==> src/rtl/sc_operand_fetch_if.sv <==
// ============================================================================
//  Module      : sc_operand_fetch_if
//  Description : Operand-fetch bus bundle: source selects, shared buses, enables, ALU handshake.
//  Revision    : 1.0
// ============================================================================
`default_nettype none
`timescale 1ns/1ps

interface sc_operand_fetch_if #(
    parameter int DATAWIDTH_BUS = 32,
    parameter int NUM_SOURCES   = 8,
    parameter int SEL_WIDTH     = 3
);
    logic                     SC_OperandFetch_Start_InHigh;
    logic [SEL_WIDTH-1:0]     SC_OperandFetch_SelA_In;
    logic [SEL_WIDTH-1:0]     SC_OperandFetch_SelB_In;
    logic [DATAWIDTH_BUS-1:0] SC_OperandFetch_DataBUS_A_In;
    logic [DATAWIDTH_BUS-1:0] SC_OperandFetch_DataBUS_B_In;
    logic                     SC_OperandFetch_Ack_InHigh;
    logic [NUM_SOURCES-1:0]   SC_OperandFetch_EnableBUS_A_Out;
    logic [NUM_SOURCES-1:0]   SC_OperandFetch_EnableBUS_B_Out;
    logic [DATAWIDTH_BUS-1:0] SC_OperandFetch_OperandA_Out;
    logic [DATAWIDTH_BUS-1:0] SC_OperandFetch_OperandB_Out;
    logic                     SC_OperandFetch_Valid_OutHigh;
    logic                     SC_OperandFetch_Error_OutHigh;
    logic                     SC_OperandFetch_Busy_OutHigh;

    // The fetch unit initiates bus transfers, so it takes the master side.
    modport master (
        input  SC_OperandFetch_Start_InHigh,
        input  SC_OperandFetch_SelA_In,
        input  SC_OperandFetch_SelB_In,
        input  SC_OperandFetch_DataBUS_A_In,
        input  SC_OperandFetch_DataBUS_B_In,
        input  SC_OperandFetch_Ack_InHigh,
        output SC_OperandFetch_EnableBUS_A_Out,
        output SC_OperandFetch_EnableBUS_B_Out,
        output SC_OperandFetch_OperandA_Out,
        output SC_OperandFetch_OperandB_Out,
        output SC_OperandFetch_Valid_OutHigh,
        output SC_OperandFetch_Error_OutHigh,
        output SC_OperandFetch_Busy_OutHigh
    );

    modport slave (
        output SC_OperandFetch_Start_InHigh,
        output SC_OperandFetch_SelA_In,
        output SC_OperandFetch_SelB_In,
        output SC_OperandFetch_DataBUS_A_In,
        output SC_OperandFetch_DataBUS_B_In,
        output SC_OperandFetch_Ack_InHigh,
        input  SC_OperandFetch_EnableBUS_A_Out,
        input  SC_OperandFetch_EnableBUS_B_Out,
        input  SC_OperandFetch_OperandA_Out,
        input  SC_OperandFetch_OperandB_Out,
        input  SC_OperandFetch_Valid_OutHigh,
        input  SC_OperandFetch_Error_OutHigh,
        input  SC_OperandFetch_Busy_OutHigh
    );
endinterface

`default_nettype wire

==> src/rtl/sc_operand_fetch.sv <==
// ============================================================================
//  Module      : sc_operand_fetch
//  Description : Drives one-hot bus enables, samples Bus A/B and hands a registered
//                operand pair to the ALU over a valid/ack handshake.
//  Revision    : 1.0
// ============================================================================
`default_nettype none
`timescale 1ns/1ps

module sc_operand_fetch #(
    parameter int DATAWIDTH_BUS = 32,
    parameter int NUM_SOURCES   = 8,
    parameter int SEL_WIDTH     = 3
) (
    input  wire logic          SC_OperandFetch_CLOCK_50,
    input  wire logic          SC_OperandFetch_Reset_InHigh,
    sc_operand_fetch_if.master fetchBus
);

    localparam logic [1:0] c_STATE_IDLE    = 2'd0;
    localparam logic [1:0] c_STATE_DRIVE   = 2'd1;
    localparam logic [1:0] c_STATE_CAPTURE = 2'd2;
    localparam logic [1:0] c_STATE_VALID   = 2'd3;

    logic [1:0]               r_state;
    logic [NUM_SOURCES-1:0]   r_enableA;
    logic [NUM_SOURCES-1:0]   r_enableB;
    logic [DATAWIDTH_BUS-1:0] r_operandA;
    logic [DATAWIDTH_BUS-1:0] r_operandB;
    logic                     r_valid;
    logic                     r_error;
    logic                     r_busy;

    logic [NUM_SOURCES-1:0]   w_decodeA;
    logic [NUM_SOURCES-1:0]   w_decodeB;

    // Out-of-range selects decode to an all-zero vector, so that bus is never driven.
    always_comb begin
        w_decodeA = '0;
        w_decodeB = '0;
        for (int i = 0; i < NUM_SOURCES; i++) begin
            w_decodeA[i] = (int'(fetchBus.SC_OperandFetch_SelA_In) == i);
            w_decodeB[i] = (int'(fetchBus.SC_OperandFetch_SelB_In) == i);
        end
    end

    always_ff @(negedge SC_OperandFetch_CLOCK_50 or posedge SC_OperandFetch_Reset_InHigh) begin
        if (SC_OperandFetch_Reset_InHigh) begin
            r_state    <= c_STATE_IDLE;
            r_enableA  <= '0;
            r_enableB  <= '0;
            r_operandA <= '0;
            r_operandB <= '0;
            r_valid    <= 1'b0;
            r_error    <= 1'b0;
            r_busy     <= 1'b0;
        end else begin
            case (r_state)
                c_STATE_IDLE: begin
                    if (fetchBus.SC_OperandFetch_Start_InHigh) begin
                        r_enableA <= w_decodeA;
                        r_enableB <= w_decodeB;
                        r_busy    <= 1'b1;
                        r_state   <= c_STATE_DRIVE;
                    end
                end
                c_STATE_DRIVE: begin
                    r_state <= c_STATE_CAPTURE;
                end
                c_STATE_CAPTURE: begin
                    // An empty enable vector marks an out-of-range select: that bus floats, so store 0.
                    r_operandA <= (|r_enableA) ? fetchBus.SC_OperandFetch_DataBUS_A_In : '0;
                    r_operandB <= (|r_enableB) ? fetchBus.SC_OperandFetch_DataBUS_B_In : '0;
                    r_error    <= ~(|r_enableA) | ~(|r_enableB);
                    r_enableA  <= '0;
                    r_enableB  <= '0;
                    r_valid    <= 1'b1;
                    r_busy     <= 1'b0;
                    r_state    <= c_STATE_VALID;
                end
                c_STATE_VALID: begin
                    if (fetchBus.SC_OperandFetch_Ack_InHigh) begin
                        r_valid <= 1'b0;
                        r_error <= 1'b0;
                        if (fetchBus.SC_OperandFetch_Start_InHigh) begin
                            r_enableA <= w_decodeA;
                            r_enableB <= w_decodeB;
                            r_busy    <= 1'b1;
                            r_state   <= c_STATE_DRIVE;
                        end else begin
                            r_state <= c_STATE_IDLE;
                        end
                    end
                end
                default: begin
                    r_enableA <= '0;
                    r_enableB <= '0;
                    r_valid   <= 1'b0;
                    r_error   <= 1'b0;
                    r_busy    <= 1'b0;
                    r_state   <= c_STATE_IDLE;
                end
            endcase
        end
    end

    assign fetchBus.SC_OperandFetch_EnableBUS_A_Out = r_enableA;
    assign fetchBus.SC_OperandFetch_EnableBUS_B_Out = r_enableB;
    assign fetchBus.SC_OperandFetch_OperandA_Out    = r_operandA;
    assign fetchBus.SC_OperandFetch_OperandB_Out    = r_operandB;
    assign fetchBus.SC_OperandFetch_Valid_OutHigh   = r_valid;
    assign fetchBus.SC_OperandFetch_Error_OutHigh   = r_error;
    assign fetchBus.SC_OperandFetch_Busy_OutHigh    = r_busy;

endmodule

`default_nettype wire
==> src/flat_wrapper.sv <==
// flat-port wrapper written by rule: the top's interface ports become plain ports
module sc_operand_fetch_flat 
#(
    parameter int DATAWIDTH_BUS = 32,
    parameter int NUM_SOURCES   = 8,
    parameter int SEL_WIDTH     = 3
)
  (SC_OperandFetch_CLOCK_50, SC_OperandFetch_Reset_InHigh, fetchBus_SC_OperandFetch_Start_InHigh, fetchBus_SC_OperandFetch_SelA_In, fetchBus_SC_OperandFetch_SelB_In, fetchBus_SC_OperandFetch_DataBUS_A_In, fetchBus_SC_OperandFetch_DataBUS_B_In, fetchBus_SC_OperandFetch_Ack_InHigh, fetchBus_SC_OperandFetch_EnableBUS_A_Out, fetchBus_SC_OperandFetch_EnableBUS_B_Out, fetchBus_SC_OperandFetch_OperandA_Out, fetchBus_SC_OperandFetch_OperandB_Out, fetchBus_SC_OperandFetch_Valid_OutHigh, fetchBus_SC_OperandFetch_Error_OutHigh, fetchBus_SC_OperandFetch_Busy_OutHigh);
  sc_operand_fetch_if #(.DATAWIDTH_BUS(DATAWIDTH_BUS), .NUM_SOURCES(NUM_SOURCES), .SEL_WIDTH(SEL_WIDTH)) fetchBus_i ();
  input  wire logic SC_OperandFetch_CLOCK_50;
  input  wire logic SC_OperandFetch_Reset_InHigh;
  input wire logic [$bits(fetchBus_i.SC_OperandFetch_Start_InHigh)-1:0] fetchBus_SC_OperandFetch_Start_InHigh;
  input wire logic [$bits(fetchBus_i.SC_OperandFetch_SelA_In)-1:0] fetchBus_SC_OperandFetch_SelA_In;
  input wire logic [$bits(fetchBus_i.SC_OperandFetch_SelB_In)-1:0] fetchBus_SC_OperandFetch_SelB_In;
  input wire logic [$bits(fetchBus_i.SC_OperandFetch_DataBUS_A_In)-1:0] fetchBus_SC_OperandFetch_DataBUS_A_In;
  input wire logic [$bits(fetchBus_i.SC_OperandFetch_DataBUS_B_In)-1:0] fetchBus_SC_OperandFetch_DataBUS_B_In;
  input wire logic [$bits(fetchBus_i.SC_OperandFetch_Ack_InHigh)-1:0] fetchBus_SC_OperandFetch_Ack_InHigh;
  output wire logic [$bits(fetchBus_i.SC_OperandFetch_EnableBUS_A_Out)-1:0] fetchBus_SC_OperandFetch_EnableBUS_A_Out;
  output wire logic [$bits(fetchBus_i.SC_OperandFetch_EnableBUS_B_Out)-1:0] fetchBus_SC_OperandFetch_EnableBUS_B_Out;
  output wire logic [$bits(fetchBus_i.SC_OperandFetch_OperandA_Out)-1:0] fetchBus_SC_OperandFetch_OperandA_Out;
  output wire logic [$bits(fetchBus_i.SC_OperandFetch_OperandB_Out)-1:0] fetchBus_SC_OperandFetch_OperandB_Out;
  output wire logic [$bits(fetchBus_i.SC_OperandFetch_Valid_OutHigh)-1:0] fetchBus_SC_OperandFetch_Valid_OutHigh;
  output wire logic [$bits(fetchBus_i.SC_OperandFetch_Error_OutHigh)-1:0] fetchBus_SC_OperandFetch_Error_OutHigh;
  output wire logic [$bits(fetchBus_i.SC_OperandFetch_Busy_OutHigh)-1:0] fetchBus_SC_OperandFetch_Busy_OutHigh;
  assign fetchBus_i.SC_OperandFetch_Start_InHigh = fetchBus_SC_OperandFetch_Start_InHigh;
  assign fetchBus_i.SC_OperandFetch_SelA_In = fetchBus_SC_OperandFetch_SelA_In;
  assign fetchBus_i.SC_OperandFetch_SelB_In = fetchBus_SC_OperandFetch_SelB_In;
  assign fetchBus_i.SC_OperandFetch_DataBUS_A_In = fetchBus_SC_OperandFetch_DataBUS_A_In;
  assign fetchBus_i.SC_OperandFetch_DataBUS_B_In = fetchBus_SC_OperandFetch_DataBUS_B_In;
  assign fetchBus_i.SC_OperandFetch_Ack_InHigh = fetchBus_SC_OperandFetch_Ack_InHigh;
  assign fetchBus_SC_OperandFetch_EnableBUS_A_Out = fetchBus_i.SC_OperandFetch_EnableBUS_A_Out;
  assign fetchBus_SC_OperandFetch_EnableBUS_B_Out = fetchBus_i.SC_OperandFetch_EnableBUS_B_Out;
  assign fetchBus_SC_OperandFetch_OperandA_Out = fetchBus_i.SC_OperandFetch_OperandA_Out;
  assign fetchBus_SC_OperandFetch_OperandB_Out = fetchBus_i.SC_OperandFetch_OperandB_Out;
  assign fetchBus_SC_OperandFetch_Valid_OutHigh = fetchBus_i.SC_OperandFetch_Valid_OutHigh;
  assign fetchBus_SC_OperandFetch_Error_OutHigh = fetchBus_i.SC_OperandFetch_Error_OutHigh;
  assign fetchBus_SC_OperandFetch_Busy_OutHigh = fetchBus_i.SC_OperandFetch_Busy_OutHigh;
  sc_operand_fetch #(.DATAWIDTH_BUS(DATAWIDTH_BUS), .NUM_SOURCES(NUM_SOURCES), .SEL_WIDTH(SEL_WIDTH)) u_core (.SC_OperandFetch_CLOCK_50(SC_OperandFetch_CLOCK_50), .SC_OperandFetch_Reset_InHigh(SC_OperandFetch_Reset_InHigh), .fetchBus(fetchBus_i));
endmodule
==> config.mk <==
export PLATFORM = sky130hd
export DESIGN_NAME = sc_operand_fetch_flat
export DESIGN_NICKNAME = d
export VERILOG_FILES = /design/src/rtl/sc_operand_fetch_if.sv /design/src/rtl/sc_operand_fetch.sv /design/src/flat_wrapper.sv
export SDC_FILE = /design/constraint.sdc
export NUM_CORES = 1
export LEC_CHECK = 0
export ABC_AREA = 1
export CAP_MARGIN = 5
export CORE_MARGIN = 2
export CORE_UTILIZATION = 46
export DETAILED_ROUTE_END_ITERATION = 6
export PLACE_DENSITY_LB_ADDON = 0.12
export SYNTH_ARGS = -nofsm -noshare
export SYNTH_HDL_FRONTEND = slang
export SYNTH_SLANG_ARGS = --single-unit
==> constraint.sdc <==
create_clock -name SC_OperandFetch_CLOCK_50 -period 5.6 [get_ports SC_OperandFetch_CLOCK_50]
set_input_delay 0.84 -clock SC_OperandFetch_CLOCK_50 [delete_from_list [all_inputs] [get_ports SC_OperandFetch_CLOCK_50]]
set_output_delay 0.84 -clock SC_OperandFetch_CLOCK_50 [all_outputs]
set_load 0.02 [all_outputs]
* Word-level counts from Yosys, hierarchy flattened
Index checks and enable logic that the tools add are counted.
** Operators by class
- Equal/unequal tests :: 19
- Multiplexer cells :: 18
- Reduce and logical (&&, ||, !) cells :: 10
- Bitwise gates (word level) :: 3
** Operator list (count)
- 32-bit two-way mux :: 2
- 8-bit case mux with 3 select lines :: 2
- 8-bit two-way mux :: 4
- 3-bit equality test, second input constant :: 8
- 8-bit OR reduction :: 2
- 3-bit by 2-bit equality test with 1-bit output, second input constant :: 4
- 2-bit case mux with 4 select lines :: 1
- 3-bit by 1-bit equality test with 1-bit output, second input constant :: 2
- 3-bit logical NOT :: 2
- 2-bit AND reduction :: 3
- 2-bit equality test, second input constant :: 2
- 1-bit two-way mux :: 4
- 2-bit two-way mux :: 2
- 2-bit inequality test, second input constant :: 2
- 1-bit case mux with 2 select lines :: 2
- 1-bit case mux with 3 select lines :: 1
- 3-bit nonzero test :: 1
- 2-bit by 1-bit equality test with 1-bit output, second input constant :: 1
- 2-bit logical NOT :: 1
- 1-bit NOT :: 2
- 2-bit nonzero test :: 1
- 1-bit bitwise OR :: 1
** Word-level totals
- Flip-flop bits (word level) :: 85
- Output and inout bits :: 83
- Input bits :: 74
- Logic and storage cells :: 58

* Longest topological paths before layout
- Depth in word-level cells :: 4
- Mapped depth :: 8
- Mapped depth without buffers :: 7

==> impl_metrics.ini <==
[run_status]
status = finished, final reports clean

[clock_network]
cts_setup_buffers = 0
clock_latency_ns = 0.34
h-tree-depth = 3
clockBufferDepth = 2
cts_resized = 0
cts_root_buffer = clkbuf_8
cts_tree = yes
clkSinkCount = 85
cts_made_buffers = 9
cts_hold_buf = 0
clk_pin_slew_ns = 0.05

[die]
core_mm2 = 0.00773
die_w_um = 93.4
start_util_pct = 47.6
num_io_pins = 157
die_h_um = 93.4
die_area_mm2 = 0.00872
rows = 32

[detailed_routing]
via_per_inst = 4.93
vias = 3369
wirelength_um = 9660
wl_per_cell_um = 14.1
drt_iter0_drc = 138
first_pass_iters = 6
drtAntennaViolNets = 0
drc = 0

[timing]
hold_viol = 0
setup_ws_ns = 0.550
fin_tns_setup_ns = 0
finalClockSkew_ns = 0.0109
finalMaxSlewViolations = 0
grt_setup_unrepaired = no
worstMarginPinSlew_ns = 1.17
setup_violations = 0
slew_headroom_pct = 21.7

[synth]
synth_seq_cells = 85
syn_nets = 507
syn_area_per_cell_um2 = 8.59
syn-cell-area_mm2 = 0.00367
ys_top_cells_by_count = nand2_1, dfrtn_1, nand3_1
synth_edf_count = 0
ys_types = 19
yosysWarnings = 0
ys_seq_area_share_pct = 57.9
synthTopCellsByArea = dfrtn_1, nand2_1, nand3_1
yosysTopAreaCell = dfrtn_1
synth_flop_cell = dfrtn_1
syn_inst = 428
synth_most_common_cell = nand2_1
synth_top_area_share_pct = 57.9
async_flop_share_pct = 100

[layout]
syn_to_final_growth_pct = 48.2
regArea_mm2 = 0.00213
fin_util_pct = 70.5
antenna_cells = 0
multi_input_area_mm2 = 0.00132
fill_cells = 626
drive_gt1_share_pct = 6.02
layout.nets = 656

[critical_path]
arrival_ns = 4.21
reg2reg_slack_ns = 3.18
required_ns = 4.76
worst_path_max_delay_cell = clkdlybuf4s50_1
critPathLaunchType = flop
cp-end-kind = primary output
path_class = reg -> out
path_cells = clkdlybuf4s50_1
crit_family = buffers and inverters
slowest_delay_ns = 0.63
path_max_fanout = 2
cp.buffers_inverters = 1

[flow_run]
drv_cap = 0

[place]
portBuffers = 156
preCtsSetupSlack_ns = 0.488
routabilityCongestion = 0.826
dpl.hpwl_um = 6660

[pwr]
powerDensity_mw_per_mm2 = 573
vdd_drop_max_v = 0.000264
power_leakage_nw = 2.66
p_total_mw = 3.12

[global_routing]
grt_overflow = 0
grt_pass1_wl_um = 15800
grt_pass1_vias = 3347
grtUsageTotal_pct = 23.1
antenna_found_initial = 0
grt_max_degree = 68

[min_path]
min_path_type = reg -> reg
==> cells by family after synthesis <==
kind of cell | share of synthesized area [%]
buffers and inverters | 6.37
AND/OR/NAND/NOR | 29.2
AO/OA/AOI/OAI | 4.80
adder cells (fa/ha/maj) | 1.70
flip-flops | 57.9
==> placed cells by master (no fill, tap or decap) <==
cell / count
a21oi_1: 2
a21oi_4: 1
buf_12: 1
buf_4: 4
clkbuf_1: 2
clkbuf_8: 9
clkdlybuf4s50_1: 156
clkinv_2: 2
clkinv_4: 1
clkinvlp_4: 2
dfrtn_1: 85
ha_1: 4
ha_2: 1
inv_1: 25
inv_2: 1
nand2_1: 173
nand2_2: 1
nand3_1: 64
nor2_1: 23
o21ai_0: 9
o21ai_1: 2
o21ai_2: 10
o21bai_1: 1
or2_2: 2
==> through the flow <==
stage / hold WS, ns / instance area, um^2 / instances
after floorplan: 0.495 / 3680 / 428
after global placement: 0.421 / 5290 / 668
after detailed placement: 0.424 / 5290 / 668
after CTS: 0.428 / 5450 / 683
after global routing: 0.442 / 5450 / 683
final: 0.424 / 5450 / 683
==> cell type report <==
type	instances	share of cell area (%)
flip-flops and latches	85	39.1
repair buffers	161	29.6
multi-input cells	293	24.2
clock buffers	11	2.41
well taps	102	2.34
inverters	27	1.93
clock inverters	4	0.483
==> registers in the layout, summed over array words and instances (netlist names) <==
register / cells
u_core.fetchBus.SC_OperandFetch_EnableBUS_B_Out: 8
u_core.fetchBus.SC_OperandFetch_Busy_OutHigh: 1
u_core.fetchBus.SC_OperandFetch_Valid_OutHigh: 1
u_core.fetchBus.SC_OperandFetch_OperandB_Out: 32
u_core.fetchBus.SC_OperandFetch_OperandA_Out: 32
u_core.fetchBus.SC_OperandFetch_Error_OutHigh: 1
u_core.r_state: 2
u_core.fetchBus.SC_OperandFetch_EnableBUS_A_Out: 8
==> metal layers <==
metal	track usage, %	vias to the layer above	share of wire [%]
met4	8.21	0	1.9
met1	28.4	1596	41
met2	37.2	123	49
li1	-	1635	-
met3	8.70	15	8.6
met5	0	-	0
==> worst paths after layout <==
path,startpoint,endpoint,cells past startpoint
min reg2reg,u_core.fetchBus.SC_OperandFetch_OperandB_Out[30],u_core.fetchBus.SC_OperandFetch_OperandB_Out[30],2
min in group asynchronous,SC_OperandFetch_Reset_InHigh,async pin,2
max in group asynchronous,SC_OperandFetch_Reset_InHigh,u_core.fetchBus.SC_OperandFetch_OperandA_Out[0],3
max reg2reg,u_core.r_state[0],flop,8
min,u_core.fetchBus.SC_OperandFetch_OperandB_Out[30],u_core.fetchBus.SC_OperandFetch_OperandB_Out[30],2
max,u_core.fetchBus.SC_OperandFetch_Error_OutHigh,fetchBus_SC_OperandFetch_Error_OutHigh,1
==> power by group <==
part	internal, mW	switching, mW
logic	0.664	1.08
clock network	0.158	0.216
registers	0.874	0.132
==> worst min-delay path: stages (launching register included) <==
cell and delay [ns]:
dfrtn_1 0.40, nand2_1 0.06, nand2_1 0.05
No activity file was read; power rests on OpenSTA's default activity.
